`src/rtl/fetch_unit.sv`:
```
// Instruction-fetch stage: owns the PC, fetches over a valid/ready request and
// valid-only response, holds instr/pc for execution and advances on instr_ack.
module fetch_unit #(
  parameter int unsigned       DWIDTH   = 32,
  parameter logic [DWIDTH-1:0] RESET_PC = '0
) (
  input  logic              clk,
  input  logic              rst,
  output logic              imem_req_valid,
  input  logic              imem_req_ready,
  output logic [DWIDTH-1:0] imem_req_addr,
  input  logic              imem_resp_valid,
  input  logic [DWIDTH-1:0] imem_resp_data,
  output logic [DWIDTH-1:0] instr,
  output logic [DWIDTH-1:0] pc,
  output logic [DWIDTH-1:0] pc_plus_4,
  output logic              instr_valid,
  input  logic              instr_ack,
  input  logic              pc_sel,
  input  logic [DWIDTH-1:0] alu_result,
  output logic              trap,
  output logic [31:0]       fetch_count
);

  localparam logic PC_PLUS_4 = 1'b0;
  localparam logic PC_ALU    = 1'b1;

  typedef enum logic [1:0] {S_REQ, S_WAIT, S_HOLD, S_TRAP} state_t;

  state_t            state, state_d;
  logic [DWIDTH-1:0] pc_d, instr_d, target;
  logic [31:0]       count_d;
  logic              instr_valid_d, trap_d;

  // Request is a pure decode of state, suppressed while reset is held.
  assign imem_req_valid = (state == S_REQ) && !rst;
  assign imem_req_addr  = pc;
  assign pc_plus_4      = pc + DWIDTH'(4);

  always_ff @(posedge clk or posedge rst) begin
    if (rst) begin
      state       <= S_REQ;
      pc          <= RESET_PC;
      instr       <= '0;
      instr_valid <= 1'b0;
      trap        <= 1'b0;
      fetch_count <= '0;
    end else begin
      state       <= state_d;
      pc          <= pc_d;
      instr       <= instr_d;
      instr_valid <= instr_valid_d;
      trap        <= trap_d;
      fetch_count <= count_d;
    end
  end

  always_comb begin
    state_d = state;
    pc_d    = pc;
    instr_d = instr;
    count_d = fetch_count;
    target  = pc_plus_4;
    unique case (state)
      S_REQ: begin
        if (imem_req_ready) state_d = S_WAIT;
      end
      S_WAIT: begin
        if (imem_resp_valid) begin
          instr_d = imem_resp_data;
          state_d = S_HOLD;
        end
      end
      S_HOLD: begin
        if (instr_ack && instr_valid) begin
          // Jump targets drop bit 0; a set bit 1 is a misaligned fetch.
          target  = (pc_sel == PC_ALU) ? (alu_result & ~DWIDTH'(1)) : pc_plus_4;
          pc_d    = target;
          count_d = fetch_count + 32'd1;
          state_d = target[1] ? S_TRAP : S_REQ;
        end
      end
      S_TRAP: begin
        state_d = S_TRAP;
      end
      default: state_d = S_REQ;
    endcase
    instr_valid_d = (state_d == S_HOLD);
    trap_d        = (state_d == S_TRAP);
  end

endmodule
```
`config.mk`:
```
export PLATFORM = sky130hd
export DESIGN_NAME = fetch_unit
export DESIGN_NICKNAME = d
export VERILOG_FILES = /design/src/rtl/fetch_unit.sv
export SDC_FILE = /design/constraint.sdc
export NUM_CORES = 1
export LEC_CHECK = 0
export BUFFER_PORTS_ARGS = -buffer_cell sky130_fd_sc_hd__buf_2
export CORE_AREA = 5 5 109 111
export DETAILED_ROUTE_END_ITERATION = 8
export DIE_AREA = 0 0 114 116
export GPL_TIMING_DRIVEN = 0
export PLACE_DENSITY = 0.9
export SYNTH_ARGS = -nofsm -noshare
export SYNTH_HDL_FRONTEND = slang
export SYNTH_SLANG_ARGS = --single-unit
```
`constraint.sdc`:
```
create_clock -name clk -period 5.5 [get_ports clk]
set_input_delay 0.275 -clock clk [delete_from_list [all_inputs] [get_ports clk]]
set_output_delay 0.275 -clock clk [all_outputs]
set_load 0.03 [all_outputs]
```
Word level (Yosys, flattened, before mapping)
Cells that the tools add are included.
{"block": "totals", "regBits": 100, "in_bits": 70, "out_inout_bits": 163, "wordCells": 25}
{"block": "classes", "n_addsub": 2, "n_eq_ne": 5, "mux": 6, "reduce_logical": 6}
{"cell": "32-bit by 1-bit adder with 32-bit output (second input constant)", "count": 1}
{"cell": "32-bit by 3-bit adder with 32-bit output (second input constant)", "count": 1}
{"cell": "32-bit two-way mux", "count": 1}
{"cell": "2-bit == test (second input constant)", "count": 4}
{"cell": "2-bit two-way mux", "count": 4}
{"cell": "2-bit one-hot mux with 4 select lines", "count": 1}
{"cell": "2-bit AND reduction", "count": 2}
{"cell": "2-bit by 1-bit == test with 1-bit output (second input constant)", "count": 1}
{"cell": "1-bit logical AND", "count": 2}
{"cell": "2-bit zero test", "count": 1}
{"cell": "1-bit zero test", "count": 1}

Longest topological paths before layout
Gate-level depths: netlist (run 1).
{"block": "depth", "ltp_word": 6, "depth_mapped": 7, "ltp_nobuf": 6}

Worst setup path after synthesis (run 1)
Ideal clock, no wire load.
{"block": "synth_path", "kind": "reg-to-output", "from": "reg pc[2] (netlist: imem_req_addr[2])", "to": "out pc_plus_4[26]", "arrival_ns": 2.349, "t_required_ns": 5.225, "path_slack_ns": 2.876, "stages_incl_launch_ff": 6, "n_path_buf": 0, "path_cell_list": "dfrtp_1 > ha_1 > and4_4 > nand4_4 > or4_4 > xnor2_1"}
{"block": "synth_between", "elab_chain_len": 1}
{"item": "start, declared", "line": "15", "text": "output logic [DWIDTH-1:0] pc,"}
{"item": "start signal, assigned", "line": "50", "text": "pc <= pc_d;"}
{"item": "32-bit by 3-bit adder with 32-bit output", "line": "38", "text": "assign pc_plus_4 = pc + DWIDTH'(4);"}
{"item": "end, declared", "line": "16", "text": "output logic [DWIDTH-1:0] pc_plus_4,"}
No other way between the ends.

Final worst setup path (run 1)
{"block": "layout_path", "from": "reg pc[5] (netlist: imem_req_addr[5])", "to": "out pc_plus_4[25]"}
Same word-level chain as after synthesis.

==> implementation parameters, run 1 <==
Parameter                              Value

Run
  Max-cap violations ... 0

Drt
  Routed length per instance ... 17.8 um
  Count of routing violations after the opening detailed-route iteration ... 445
  Final routed wirelength across all metal layers ... 16.3 mm
  Detailed-router iteration count before antenna repair ... 7
  Residual DRC count ... 0
  Via density per instance ... 5.41
  Post-route ant nets ... 0
  Count of vias placed by the detailed router ... 4963

Run status
  Outcome ... completed

Global routing
  Met3 demand-to-capacity share in global routing ... 8.15%
  Overflow left after global routing ... 0
  Global-route usage over all layers ... 24.6%
  First-pass GRT wire length ... 25.4 mm
  Met1 track utilization from global routing ... 29.5%
  Number of global-route vias before repair ... 4926
  Busiest metal layer after global routing ... met2
  Met2 track utilization from global routing ... 42.1%
  Initial antenna violation count ... 1
  Pin count of the biggest net entering global routing ... 60

Place
  Buffers added on ports ... 228
  Area after DPL ... 0.00678 sq mm
  Setup slack at placement ... 3.10 ns
  Detailed placement HPWL ... 12.5 mm
  Global placement routability congestion ... 0.887

Final layout
  Total non-filler cell area in the finished layout ... 0.00700 sq mm
  Layout cell share with drive strength beyond 1 ... 44.1%
  Total Nets Final ... 844
  Count of antenna diodes in the layout ... 0
  Synthesis-to-layout area growth ... 29.0%

Clocking
  Number of levels the H-tree was split into ... 3
  Clock insertion delay at the later pin of the skew report ... 0.38 ns
  Maximum buffer depth of the clock tree ... 2
  Clock transition at the registers of the reported paths ... 0.10 ns
  TritonCTS clock tree ... yes
  Resized Gates After CTS ... 0
  CTS sink count ... 99
  Clock tree root buffer cell ... clkbuf_8
  Number of buffers created by CTS ... 9

Worst setup path
  Largest fanout of any net on the critical path ... 10
  Master of the slowest instance on the critical path ... dfrtp_1
  Category of the worst setup path launch point ... flop
  Critical path buffers and inverters ... 2
  Crit path cell chain ... and4_1 -> nand3_1 -> clkbuf_1 -> nor4_1 -> xor2_1 -> buf_2
  Largest stage delay, worst path ... 0.52 ns
  Crit Path Category ... reg -> out
  Critical path data arrival time ... 2.55 ns
  Category of the worst setup path capture point ... output pin
  Required arrival time at the worst endpoint ... 5.22 ns
  Cell family with the largest share of critical-path delay ... simple AND/OR/NAND/NOR gates

Synthesis
  Share of the yosys chip area belonging to registers ... 45.6%
  Proportion of register bits with asynchronous set or reset after synthesis ... 100%
  Leading cell type by number of instances after synthesis ... dfrtp_1
  Largest cells by area after synthesis ... dfrtp_1 (46%), mux2_2 (6.8%), xnor2_1 (6.1%)
  Number of enable flip-flop cells after synthesis ... 0
  Primary flip-flop cell chosen by synthesis mapping ... dfrtp_1
  Per-instance average area after synthesis ... 10.3 sq um
  Register bit total from synthesis ... 99
  Most numerous cell types in the synthesized netlist ... dfrtp_1 (99), nand2_1 (43), buf_4 (40)
  Yosys warning count ... 0
  Synthesized instance count ... 529
  Netlist area before placement ... 0.00543 sq mm
  Distinct cell type count of the synthesized netlist ... 52
  Top cell type's share of synthesized area ... 45.6%
  Cell taking the most area after synthesis ... dfrtp_1

Floorplanning
  Height of the die ... 116 um
  Total core area ... 0.0107 sq mm
  Die Footprint ... 0.0132 sq mm
  Overall die width ... 114 um
  # IOs ... 233
  Row cnt ... 38
  Initial core utilization ... 50.7%

STA
  Worst clock skew on the final layout ... 0.0118 ns
  Final worst path period need ... 2.82 ns
  Hold violation count in the final report ... 0
  Least setup slack across all paths after layout ... 2.68 ns
  Setup repair after global routing missed its margin ... no
  Setup TNS Final ... 0 ns
  Slew headroom ... 44.1%
  Final Setup Violations ... 0
  Peak clock frequency supported by timing ... 354 MHz
  Worst-case hold slack ... 0.117 ns
  Post-route fraction of the period consumed by the critical path ... 51.3%
  Pins Over Slew Limit ... 0
  Transition time at the pin with the least slew margin ... 0.831 ns

Power
  Switching Share ... 47.2%
  Switching pwr ... 1.53 mW
  Overall power consumption ... 3.25 mW
  Sequential fraction of design power ... 34.1%
  Int Pwr ... 1.72 mW
  Leakage dissipation ... 3.55 nW
  Clock power share ... 15.3%
  Worst vdd ir ... 0.397 mV
  Power density normalized to cell area ... 464 mW/mm^2
  Logic pwr share ... 50.6%

Worst hold path
  Hold Path Class ... in -> reg
## metal layers
metal / part of all wire, % / vias to the layer above / wire length (um)
li1: - / 2312 / -
met5: 0.043 / - / 7
met4: 2.4 / 2 / 394
met3: 9.6 / 38 / 1570
met2: 50 / 257 / 8210
met1: 38 / 2354 / 6120
## cell families (layout without fill, tap and decap cells)
logic type / Yosys count / in the layout / synth area share (%)
muxes: 47 / 47 / 9.43
DFF: 99 / 99 / 45.6
and+or+nand+nor: 187 / 187 / 19.3
adders and majority gates: 2 / 2 / 0.461
AOI/OAI and AO/OA: 60 / 60 / 6.64
xor gates and xnor gates: 59 / 59 / 9.52
buffers and inverters: 74 / 320 / 8.94
other: 1 / 3 / 0.0691
## final cells by class
| type | count | area [sq um] |
|---|---|---|
| tap | 140 | 175 |
| inverter | 10 | 40.0 |
| clock inverter | 7 | 86.3 |
| multi-input combinational | 358 | 2470 |
| buffer | 64 | 448 |
| timing repair buffer | 230 | 1180 |
| fill | 888 | 3700 |
| sequential | 99 | 2480 |
| clock buffer | 9 | 124 |
## timing repair
item,4_1_cts,5_1_grt
endpoints found under the hold margin,40,0
hold buffers,1,0
buffers inserted,0,0
## cell usage in the layout (no fill, tap or decap), types with 6 or more instances in the layout
master / count
o21ai_0: 15
and3_1: 13
nand2_1: 43
nor4_1: 6
mux2_2: 33
nor2_1: 21
mux2i_1: 14
xor2_1: 21
buf_2: 229
clkbuf_1: 16
o22ai_1: 13
nand4_1: 10
a21oi_1: 17
nand3_1: 38
dfrtp_1: 99
buf_4: 40
xnor2_1: 38
nor3_1: 14
clkbuf_8: 13
inv_1: 9
and4_1: 7
## metrics by stage
stage	std cells	utilization, %
detailed placement	900	63.4
CTS	917	65.5
finish	917	65.5
global route	917	65.5
floorplan	531	-
global placement	899	63.1
## worst reg2reg max path: stages, from the launching register on
cell     delay (ns)
dfrtp_1        0.47
ha_1           0.28
and4_4         0.29
nand4_4        0.16
nor3_1         0.48
nor3b_1        0.12
a211o_1        0.31
## power groups by stage
stage	logic, mW	registers (mW)	clock network (mW)
2_1_floorplan	0.798	1.48	0
3_3_place_gp	1.62	1.10	0
3_5_place_dp	1.65	1.12	0
4_1_cts	1.66	1.11	0.508
5_1_grt	1.76	1.14	0.539
6_report	1.65	1.11	0.497
## final timing paths
check | startpoint | end | slack [ns] | cells past startpoint
max | imem_req_addr[5] | pc_plus_4[25] | 2.68 | 6
min | imem_resp_data[7] | instr[7] | 0.12 | 2
min reg2reg | fetch_count[31] | fetch_count[31] | 0.48 | 1
max reg2reg | imem_req_addr[2] | imem_req_addr[28] | 3.28 | 6
max in group asynchronous | rst | imem_req_addr[30] | 4.30 | 4
min in group asynchronous | rst | instr[11] | 0.51 | 3
## flip-flops by register name, summed over array words and instances, names as in the netlist
register / count
imem_req_addr: 31
instr_valid: 1
instr: 32
state: 2
fetch_count: 32
trap: 1
Note: power is estimated with default switching activity, not from simulation.
==> run 2, diff against run 1 <==
CORE_AREA = 5 5 113 115   (was 5 5 109 111)
DIE_AREA = 0 0 118 120   (was 0 0 114 116)
PLACE_DENSITY = 0.85   (was 0.9)
clock period = 2.8 ns   (was 5.5 ns; I/O delays follow)
==> run 2 against run 1 <==
Critical path depth unchanged. Non-clock buffer count unchanged. Design area up 1.4%. Worst hold slack got worse by 0.092 ns. Largest power group unchanged. Clock power increased by 150%. Die area rose by 7.1%. Sequential cell count is the same. Highest routed layer is now met4.
==> implementation parameters, run 2 (synthesis gave the netlist of run 1 again) <==
Parameter                              Value

Power
  Power density normalized to cell area ... 930 mW/mm^2
  Worst vdd ir ... 0.556 mV
  Leakage dissipation ... 3.58 nW

Final layout
  Layout cell share with drive strength beyond 1 ... 44.4%
  Synthesis-to-layout area growth ... 30.9%
  Util after Layout ... 60.7%
  Non-Filler Instances ... 924
  Total area of multi-input combinational cells ... 0.00248 sq mm
  Total Nets Final ... 844
  Commonest cells after routing, fill and taps aside ... buf_2 (229), dfrtp_1 (99), nand2_1 (43), buf_4 (40)
  Number of filler instances in the final layout ... 1033
  Count of antenna diodes in the layout ... 0
  Most frequent standard cell in the layout excluding fill and tap cells ... buf_2
  Sequential cell area in the final layout ... 0.00248 sq mm

Clocking
  Number of buffers created by CTS ... 9
  Clock tree root buffer cell ... clkbuf_16
  CTS sink count ... 99
  Maximum buffer depth of the clock tree ... 2
  Clock transition at the registers of the reported paths ... 0.08 ns
  Clock insertion delay at the later pin of the skew report ... 0.34 ns
  Number of levels the H-tree was split into ... 3
  TritonCTS clock tree ... yes
  Setup fix buffers added after clock tree synthesis ... 0

Worst setup path
  Master of the slowest instance on the critical path ... or4_4
  Largest stage delay, worst path ... 0.60 ns
  Required arrival time at the worst endpoint ... 2.66 ns
  Crit Path Category ... reg -> out
  Critical path data arrival time ... 2.48 ns
  First element of the critical path ... imem_req_addr[2]
  Crit path cell chain ... ha_2 -> and4_4 -> nand4_4 -> or4_4 -> xnor2_1 -> buf_2
  Crit Reg-Reg Startpoint ... imem_req_addr[5]
  Category of the worst setup path launch point ... flop
  Largest fanout of any net on the critical path ... 7
  Category of the worst setup path capture point ... output pin

STA
  Post-route fraction of the period consumed by the critical path ... 93.5%
  Final Setup Violations ... 0
  Peak clock frequency supported by timing ... 382 MHz
  Hold violation count in the final report ... 0
  Slew headroom ... 48.6%
  Pins Over Slew Limit ... 0
  Worst clock skew on the final layout ... 0.00799 ns
  Setup repair after global routing missed its margin ... no
  Final worst path period need ... 2.62 ns
  Worst-case hold slack ... 0.0250 ns
  Transition time at the pin with the least slew margin ... 0.765 ns

Drt
  Count of vias placed by the detailed router ... 4861
  Via density per instance ... 5.26
  Detailed-router iteration count before antenna repair ... 5
  Count of routing violations after the opening detailed-route iteration ... 351
  Post-route ant nets ... 0
  Final routed wirelength across all metal layers ... 15.5 mm
  Routed length per instance ... 16.8 um
  Residual DRC count ... 0

Floorplanning
  Height of the die ... 120 um
  Initial core utilization ... 46.3%
  Row cnt ... 40
  Die Footprint ... 0.0142 sq mm
  Overall die width ... 118 um
  Total core area ... 0.0117 sq mm
  # IOs ... 233

Place
  Placed cell count ... 907
  Detailed placement HPWL ... 11.9 mm
  Buffers added on ports ... 228
  Global placement routability congestion ... 0.810

Worst hold path
  Launch point of the worst hold path ... imem_resp_data[8]
  Hold Path Class ... in -> reg

Run
  Max-cap violations ... 0

Global routing
  Global-route usage over all layers ... 21.9%
  Overflow left after global routing ... 0
  First-pass GRT wire length ... 25.7 mm
  Initial antenna violation count ... 0
  Pin count of the biggest net entering global routing ... 67
  Number of global-route vias before repair ... 4976

Run status
  Outcome ... completed
[run 2: path summary, 6_finish.rpt]
kind	end	slack, ns	depth (start not counted)
setup / recovery	pc_plus_4[26]	0.18	6
hold / removal	instr[8]	0.02	2
setup reg to reg	imem_req_addr[29]	0.60	5
hold reg to reg	fetch_count[31]	0.47	1
max in group asynchronous	fetch_count[1]	1.73	4
min in group asynchronous	instr[9]	0.37	3
[run 2: routing by layer]
layer  wire, um  global-route usage (%)  share of wire (%)  up-vias
li1           -                       -                  -     2307
met1       6350                    28.5                 41     2331
met2       7820                    36.8                 50      202
met3       1100                    5.00                7.1       21
met4        263                    5.95                1.7        0
met5          0                       0                  0        -
[run 2: worst max-delay path, delay by kind of cell, from the launching register on]
kind,cells,cell delay [ns]
simple gates,3,1.03
fa+ha+maj,1,0.26
xor+xnor,1,0.17
flops,1,0.45
buf+inv,1,0.22
[run 2: stage by stage]
stage,instance area (sq um),TNS (ns),worst slack [ns],power [mW]
2_1_floorplan,5440,0,0.0696,4.47
3_3_place_gp,6760,-117.22,-1.19,5.35
3_5_place_dp,6790,0,0.507,5.42
4_1_cts,7090,0,0.131,6.65
5_1_grt,7100,0,0.00973,6.97
6_report,7100,0,0.182,6.60
[run 2: area by class of cell]
cell class,instances,area share [%]
well taps,147,2.59
repair buffers,230,16.6
clock buffers,9,3.17
clock inverters,7,0.969
inverters,10,0.564
plain buffers,64,6.31
multi-input cells,358,34.9
flip-flops and latches,99,34.9
[run 2: power by group]
part | leakage, nW | internal (mW) | switching (mW) | total (mW)
Sequential | 1.22 | 1.82 | 0.349 | 2.17
Combinational | 2.22 | 1.13 | 2.09 | 3.21
Clock | 0.138 | 0.627 | 0.593 | 1.22
Total | 3.58 | 3.58 | 3.03 | 6.60
[run 2: repair_timing]
item,in CTS,in global routing
resized for setup,0,2
endpoints found under the setup margin,0,2
hold buffers,1,0
endpoints found under the hold margin,33,0
